**config.mk**
```make
export PLATFORM = sky130hd
export DESIGN_NAME = pending_write_scoreboard_flat
export DESIGN_NICKNAME = d
export VERILOG_FILES = /design/src/rtl/pending_write_scoreboard_if.sv /design/src/rtl/pending_write_scoreboard.sv /design/src/flat_wrapper.sv
export SDC_FILE = /design/constraint.sdc
export NUM_CORES = 1
export LEC_CHECK = 0
export CORE_ASPECT_RATIO = 0.9
export CORE_UTILIZATION = 30
export CTS_CLUSTER_DIAMETER = 200
export CTS_CLUSTER_SIZE = 30
export DETAILED_ROUTE_END_ITERATION = 16
export SLEW_MARGIN = 20
export SYNTH_ARGS = -nofsm -noshare
export SYNTH_HDL_FRONTEND = slang
export SYNTH_SLANG_ARGS = --single-unit
```
**constraint.sdc**
```tcl
create_clock -name clk -period 3.48 [get_ports clk]
set_clock_uncertainty 0.15 [all_clocks]
set_input_delay 0.348 -clock clk [delete_from_list [all_inputs] [get_ports clk]]
set_output_delay 0.348 -clock clk [all_outputs]
set_load 0.02 [all_outputs]
```
**src/rtl/pending_write_scoreboard_if.sv**
```systemverilog
// Register-access stage bundle between decode/writeback and the pending-write scoreboard.
// The master side drives allocate/retire/source requests; the slave side returns stall, busy and error status.
interface pending_write_scoreboard_if #(
    parameter int NUM_REGS  = 8,
    parameter int SEL_WIDTH = 3,
    parameter int NUM_SRC   = 2
);
    logic                           alloc_valid;
    logic [SEL_WIDTH-1:0]           alloc_sel;
    logic                           advance;
    logic                           retire_valid;
    logic [SEL_WIDTH-1:0]           retire_sel;
    logic [NUM_SRC-1:0]             src_valid;
    logic [NUM_SRC*SEL_WIDTH-1:0]   src_sel;
    logic                           flush;
    logic                           stall;
    logic [NUM_REGS-1:0]            busy;
    logic                           underflow_err;

    modport master (
        output alloc_valid, alloc_sel, advance, retire_valid, retire_sel,
               src_valid, src_sel, flush,
        input  stall, busy, underflow_err
    );

    modport slave (
        input  alloc_valid, alloc_sel, advance, retire_valid, retire_sel,
               src_valid, src_sel, flush,
        output stall, busy, underflow_err
    );
endinterface

```
**src/rtl/pending_write_scoreboard.sv**
```systemverilog
// Pending-write scoreboard: one saturating counter per register, decode stall on RAW hazard or counter full.
// Optional same-cycle retire forwarding is enabled with the macro SCOREBOARD_RETIRE_BYPASS_EN.
module pending_write_scoreboard #(
    parameter int NUM_REGS  = 8,
    parameter int SEL_WIDTH = 3,
    parameter int CNT_WIDTH = 4,
    parameter int NUM_SRC   = 2
) (
    input  logic                         clk,
    input  logic                         reset,
    pending_write_scoreboard_if.slave    sb
);

    localparam logic [CNT_WIDTH-1:0] CMAX    = '1;
    localparam logic [CNT_WIDTH-1:0] CNT_ONE = CNT_WIDTH'(1);

    logic [CNT_WIDTH-1:0] r_count [NUM_REGS];
    logic [NUM_REGS-1:0]  r_busy;
    logic                 r_underflow;

    logic [CNT_WIDTH-1:0] w_count_nxt [NUM_REGS];
    logic [NUM_REGS-1:0]  w_alloc_oh;
    logic [NUM_REGS-1:0]  w_retire_oh;
    logic [NUM_REGS-1:0]  w_nonzero;
    logic [NUM_REGS-1:0]  w_is_one;
    logic [NUM_REGS-1:0]  w_is_max;
    logic [NUM_REGS-1:0]  w_dec;
    logic [NUM_REGS-1:0]  w_inc;
    logic [NUM_REGS-1:0]  w_alloc_try;
    logic [NUM_REGS-1:0]  w_bypass;
    logic [NUM_SRC-1:0]   w_src_hit;
    logic                 w_full_hit;
    logic                 w_stall;
    logic                 w_underflow_evt;

    // Selects at or above NUM_REGS decode to an all-zero one-hot, which makes
    // them untracked everywhere below without a separate range compare.
    always_comb begin
        for (int r = 0; r < NUM_REGS; r++) begin
            w_alloc_oh[r]  = (sb.alloc_sel  == SEL_WIDTH'(r));
            w_retire_oh[r] = (sb.retire_sel == SEL_WIDTH'(r));
            w_nonzero[r]   = (r_count[r] != '0);
            w_is_one[r]    = (r_count[r] == CNT_ONE);
            w_is_max[r]    = (r_count[r] == CMAX);
        end
    end

    assign w_dec       = {NUM_REGS{sb.retire_valid}} & w_retire_oh & w_nonzero;
    assign w_alloc_try = {NUM_REGS{sb.alloc_valid & sb.advance}} & w_alloc_oh;

`ifdef SCOREBOARD_RETIRE_BYPASS_EN
    // Forward only the last outstanding write. Any attempted allocation to the
    // same register disables forwarding, which keeps stall free of a loop
    // through the accept term.
    assign w_bypass = w_dec & w_is_one & ~w_alloc_try;
`else
    assign w_bypass = '0;
`endif

    assign w_full_hit = sb.alloc_valid & (|(w_alloc_oh & w_is_max & ~w_dec));

    always_comb begin
        logic [SEL_WIDTH-1:0] v_sel;
        logic [NUM_REGS-1:0]  v_src_oh;
        for (int i = 0; i < NUM_SRC; i++) begin
            v_sel = sb.src_sel[i*SEL_WIDTH +: SEL_WIDTH];
            for (int r = 0; r < NUM_REGS; r++) begin
                v_src_oh[r] = (v_sel == SEL_WIDTH'(r));
            end
            w_src_hit[i] = sb.src_valid[i] & (|(v_src_oh & w_nonzero & ~w_bypass));
        end
    end

    assign w_stall         = w_full_hit | (|w_src_hit);
    assign w_inc           = w_alloc_try & {NUM_REGS{~w_stall}};
    assign w_underflow_evt = sb.retire_valid & (|(w_retire_oh & ~w_nonzero));

    always_comb begin
        for (int r = 0; r < NUM_REGS; r++) begin
            w_count_nxt[r] = r_count[r];
            if (sb.flush) begin
                w_count_nxt[r] = '0;
            end else if (w_inc[r] && !w_dec[r]) begin
                w_count_nxt[r] = r_count[r] + CNT_ONE;
            end else if (w_dec[r] && !w_inc[r]) begin
                w_count_nxt[r] = r_count[r] - CNT_ONE;
            end
        end
    end

    always_ff @(posedge clk or negedge reset) begin
        if (!reset) begin
            for (int r = 0; r < NUM_REGS; r++) begin
                r_count[r] <= '0;
            end
            r_busy      <= '0;
            r_underflow <= 1'b0;
        end else begin
            for (int r = 0; r < NUM_REGS; r++) begin
                r_count[r] <= w_count_nxt[r];
                r_busy[r]  <= (w_count_nxt[r] != '0);
            end
            r_underflow <= sb.flush ? 1'b0 : (r_underflow | w_underflow_evt);
        end
    end

    assign sb.stall         = w_stall;
    assign sb.busy          = r_busy;
    assign sb.underflow_err = r_underflow;

endmodule

```
**src/flat_wrapper.sv**
```systemverilog
// flat-port wrapper written by rule: the top's interface ports become plain ports
module pending_write_scoreboard_flat 
#(
    parameter int NUM_REGS  = 8,
    parameter int SEL_WIDTH = 3,
    parameter int CNT_WIDTH = 4,
    parameter int NUM_SRC   = 2
)
  (clk, reset, sb_alloc_valid, sb_alloc_sel, sb_advance, sb_retire_valid, sb_retire_sel, sb_src_valid, sb_src_sel, sb_flush, sb_stall, sb_busy, sb_underflow_err);
  pending_write_scoreboard_if #(.NUM_REGS(NUM_REGS), .SEL_WIDTH(SEL_WIDTH), .NUM_SRC(NUM_SRC)) sb_i ();
  input  logic clk;
  input  logic reset;
  input wire logic [$bits(sb_i.alloc_valid)-1:0] sb_alloc_valid;
  input wire logic [$bits(sb_i.alloc_sel)-1:0] sb_alloc_sel;
  input wire logic [$bits(sb_i.advance)-1:0] sb_advance;
  input wire logic [$bits(sb_i.retire_valid)-1:0] sb_retire_valid;
  input wire logic [$bits(sb_i.retire_sel)-1:0] sb_retire_sel;
  input wire logic [$bits(sb_i.src_valid)-1:0] sb_src_valid;
  input wire logic [$bits(sb_i.src_sel)-1:0] sb_src_sel;
  input wire logic [$bits(sb_i.flush)-1:0] sb_flush;
  output wire logic [$bits(sb_i.stall)-1:0] sb_stall;
  output wire logic [$bits(sb_i.busy)-1:0] sb_busy;
  output wire logic [$bits(sb_i.underflow_err)-1:0] sb_underflow_err;
  assign sb_i.alloc_valid = sb_alloc_valid;
  assign sb_i.alloc_sel = sb_alloc_sel;
  assign sb_i.advance = sb_advance;
  assign sb_i.retire_valid = sb_retire_valid;
  assign sb_i.retire_sel = sb_retire_sel;
  assign sb_i.src_valid = sb_src_valid;
  assign sb_i.src_sel = sb_src_sel;
  assign sb_i.flush = sb_flush;
  assign sb_stall = sb_i.stall;
  assign sb_busy = sb_i.busy;
  assign sb_underflow_err = sb_i.underflow_err;
  pending_write_scoreboard #(.NUM_REGS(NUM_REGS), .SEL_WIDTH(SEL_WIDTH), .CNT_WIDTH(CNT_WIDTH), .NUM_SRC(NUM_SRC)) u_core (.clk(clk), .reset(reset), .sb(sb_i));
endmodule
```
==> run summary <==
Vert. Die Dim -> 103.6 um
Worst Path Arrival -> 3.44 ns
buffers from clock root to sink, at most -> 2
uppermost layer routed -> met4
Max Slew Vio Count -> 0
die width -> 114.9 um
outcome -> complete, no violations
share of layout cells above drive strength 1 -> 0.3772
global router's overall resource usage -> 0.1652
clock network power share -> 0.354
CP max FO -> 5
Yosys cell types -> 69
sequential area share after synthesis -> 0.2981
antenna violations before repair -> 0
port bufs -> 29
clock sinks -> 41
dpl hpwl -> 7.302 mm
final setup margin -> 0.04417 ns
Internal -> 1.105 mW
CP endpoint kind -> register
DR WL/cell -> 14.11 um
Leak Pwr -> 2.357 nW
crit path launch type -> register
crit path launch -> u_core.r_count[24]$_DFF_PN0_
final setup violation count -> 0
Final Routed Wirelength -> 9.327 mm
DP Area -> 0.004626 mm^2
Site Rows -> 36
hold crit path type -> input pin to asynchronous set/reset pin
FFs w/ async S/R, synth -> 1.000
CTS root buf -> clkbuf_16
Mean Syn Cell Area -> 9.106 um^2
mapped cell area -> 0.003442 mm^2
DR vias/cell -> 4.891
FF-to-FF Start -> u_core.r_count[24]$_DFF_PN0_
CTS tree -> done
vias -> 3233
Routed Antenna Nets -> 0
dpl ws -> -0.3546 ns
overall die area -> 0.01191 mm^2
remaining global-route overflow -> 0
Min Clock Period, post-route -> 3.436 ns
Post-synth EDFFs -> 0
number of global-route vias before repair -> 3319
drt initial violations -> 127
nets -> 551
synth-to-layout area growth -> 48.24%
drt drc -> 0
met2 WL -> 4.677 mm
Design Power -> 1.523 mW
slew of the pin with the lowest slew margin -> 0.9373 ns
largest net degree at the start of global routing -> 42
drt first pass iters -> 4
maxcap violations -> 0
Synth Flop Type -> dfrtp_1
cells after synthesis -> 378
switching part of the total -> 0.2743
Max Clock Freq -> 291.1 MHz
yosys warns -> 0
Post-Route Setup TNS -> 0 ns
Placeable Area -> 0.01099 mm^2
Inserted Clock Buffers -> 5
NetSw -> 0.4177 mW
met3 wire length -> 238 um
final instance area -> 0.005102 mm^2
# IOs -> 30
first-pass GRT wire length -> 15.62 mm
VDD IR max -> 0.1513 mV
Clock Pin Slew Worst Setup and Hold Paths -> 0.06 ns
worst endpoint required time -> 3.49 ns
Logic pwr share -> 0.307
H-tree depth -> 2
initial core utilization -> 0.3132
diode count -> 0
Worst slew margin -> 0.3751
Clock Latency Late Sink -> 0.28 ns
Fin. Hold Viols -> 0
routed length on met1 -> 4.278 mm
Syn Nets -> 421
hold buffers post-CTS -> 0
gpl congestion -> 0.8473
flop and latch count out of synthesis -> 41
Setup CP Type -> register to register
crit share post-route -> 0.9873
PwrDens -> 298.4 mW/mm^2
unrepaired setup endpoints after global routing -> yes
Reg power frac -> 0.340
==> what timing repair did <==
item,in CTS,in global routing
gates resized for setup,13,37
setup buffers,4,8
endpoints found under the setup margin,10,9
pin swaps,4,7
==> through the flow <==
step | util | hold WS, ns | instances
final | 0.4643 | 0.05722 | 661
after detailed placement | 0.4209 | 0.3622 | 641
after CTS | 0.4449 | 0.09599 | 653
after floorplan | - | -0.09759 | 378
after global routing | 0.4643 | 0.1317 | 661
after global placement | 0.4209 | 0.3562 | 641
==> cells in the mapped netlist, types with 7 or more instances <==
cell type | number | area, um^2
ha_1 | 23 | 287.8
nand3_1 | 12 | 60.06
nand4_1 | 7 | 43.79
nor3b_1 | 11 | 82.58
inv_1 | 25 | 93.84
a21oi_1 | 8 | 40.04
clkbuf_1 | 9 | 33.78
o21ai_0 | 7 | 35.03
dfrtp_1 | 41 | 1026
nor4_1 | 8 | 50.05
xnor2_1 | 16 | 140.1
nand2_1 | 22 | 82.58
nor2_1 | 44 | 165.2
mux2_2 | 13 | 146.4
nor2b_1 | 13 | 81.33
or4_1 | 9 | 67.56
mux2i_1 | 25 | 250.2
==> state kept, by name, summed over array words and instances (netlist names) <==
signal / cells
u_core.r_count: 32
u_core.sb.busy: 8
u_core.sb.underflow_err: 1
==> cells in the final DEF (no fill, tap or decap), drive strengths merged, types with 10 or more instances in the layout <==
master / instances
nor2b: 13
mux2: 14
dfrtp: 41
nor4: 11
or4: 10
buf: 113
nand2: 23
xnor2: 16
clkdlybuf4s50: 26
ha: 23
nor2: 44
nor3b: 13
nand3: 12
mux2i: 25
inv: 25
==> layout make-up <==
| type | count | area (um^2) |
|---|---|---|
| fill | 1057 | 5888 |
| timing repair buffer | 141 | 1139 |
| clock inverter | 1 | 30.03 |
| inverter | 25 | 93.84 |
| multi-input combinational | 294 | 2481 |
| sequential | 41 | 1026 |
| tap | 152 | 190.2 |
| clock buffer | 7 | 142.6 |
==> critical path, stage by stage, from the launching register on <==
cell,delay (ns)
dfrtp_1,0.39
inv_2,0.08
ha_4,0.13
nor3b_2,0.15
buf_4,0.14
a211oi_1,0.11
nor4_4,0.30
o32ai_4,0.18
buf_6,0.15
or4_4,0.55
a2bb2oi_2,0.16
mux2_4,0.29
or4_1,0.51
==> power by group through the flow <==
stage	logic [mW]	clock network [mW]	registers, mW
after floorplan	0.185	0	0.543
after global placement	0.400	0	0.522
after detailed placement	0.408	0	0.523
after CTS	0.429	0.553	0.516
after global routing	0.508	0.580	0.521
final	0.467	0.539	0.517
==> path summary, 6_finish.rpt <==
path / cells past startpoint / slack [ns] / to
worst max-delay path: 12 / 0.04 / u_core.sb.busy[2]$_DFF_PN0_
worst min-delay path: 1 / 0.06 / u_core.sb.busy[2]$_DFF_PN0_
worst max register to register: 12 / 0.04 / u_core.sb.busy[2]$_DFF_PN0_
worst min register to register: 2 / 0.38 / u_core.sb.underflow_err$_DFF_PN0_
max in group asynchronous: 1 / 2.54 / u_core.r_count[5]$_DFF_PN0_
min in group clk: 2 / 0.38 / u_core.sb.underflow_err$_DFF_PN0_
==> layer usage <==
layer | track usage | vias up
li1 | - | 1615
met3 | 0.03335 | 10
met5 | 0 | -
met4 | 0.04824 | 0
met1 | 0.2060 | 1568
met2 | 0.2844 | 40
==> cells by family after synthesis <==
group	Yosys count	share of synthesized area
xor gates and xnor gates	18	0.04580
AOI/OAI and AO/OA	48	0.1080
buffers and inverters	43	0.05016
DFF	41	0.2981
adders and majority gates	24	0.08652
and+or+nand+nor	165	0.2919
muxes	39	0.1196
No activity file was read; power rests on OpenSTA's default activity.
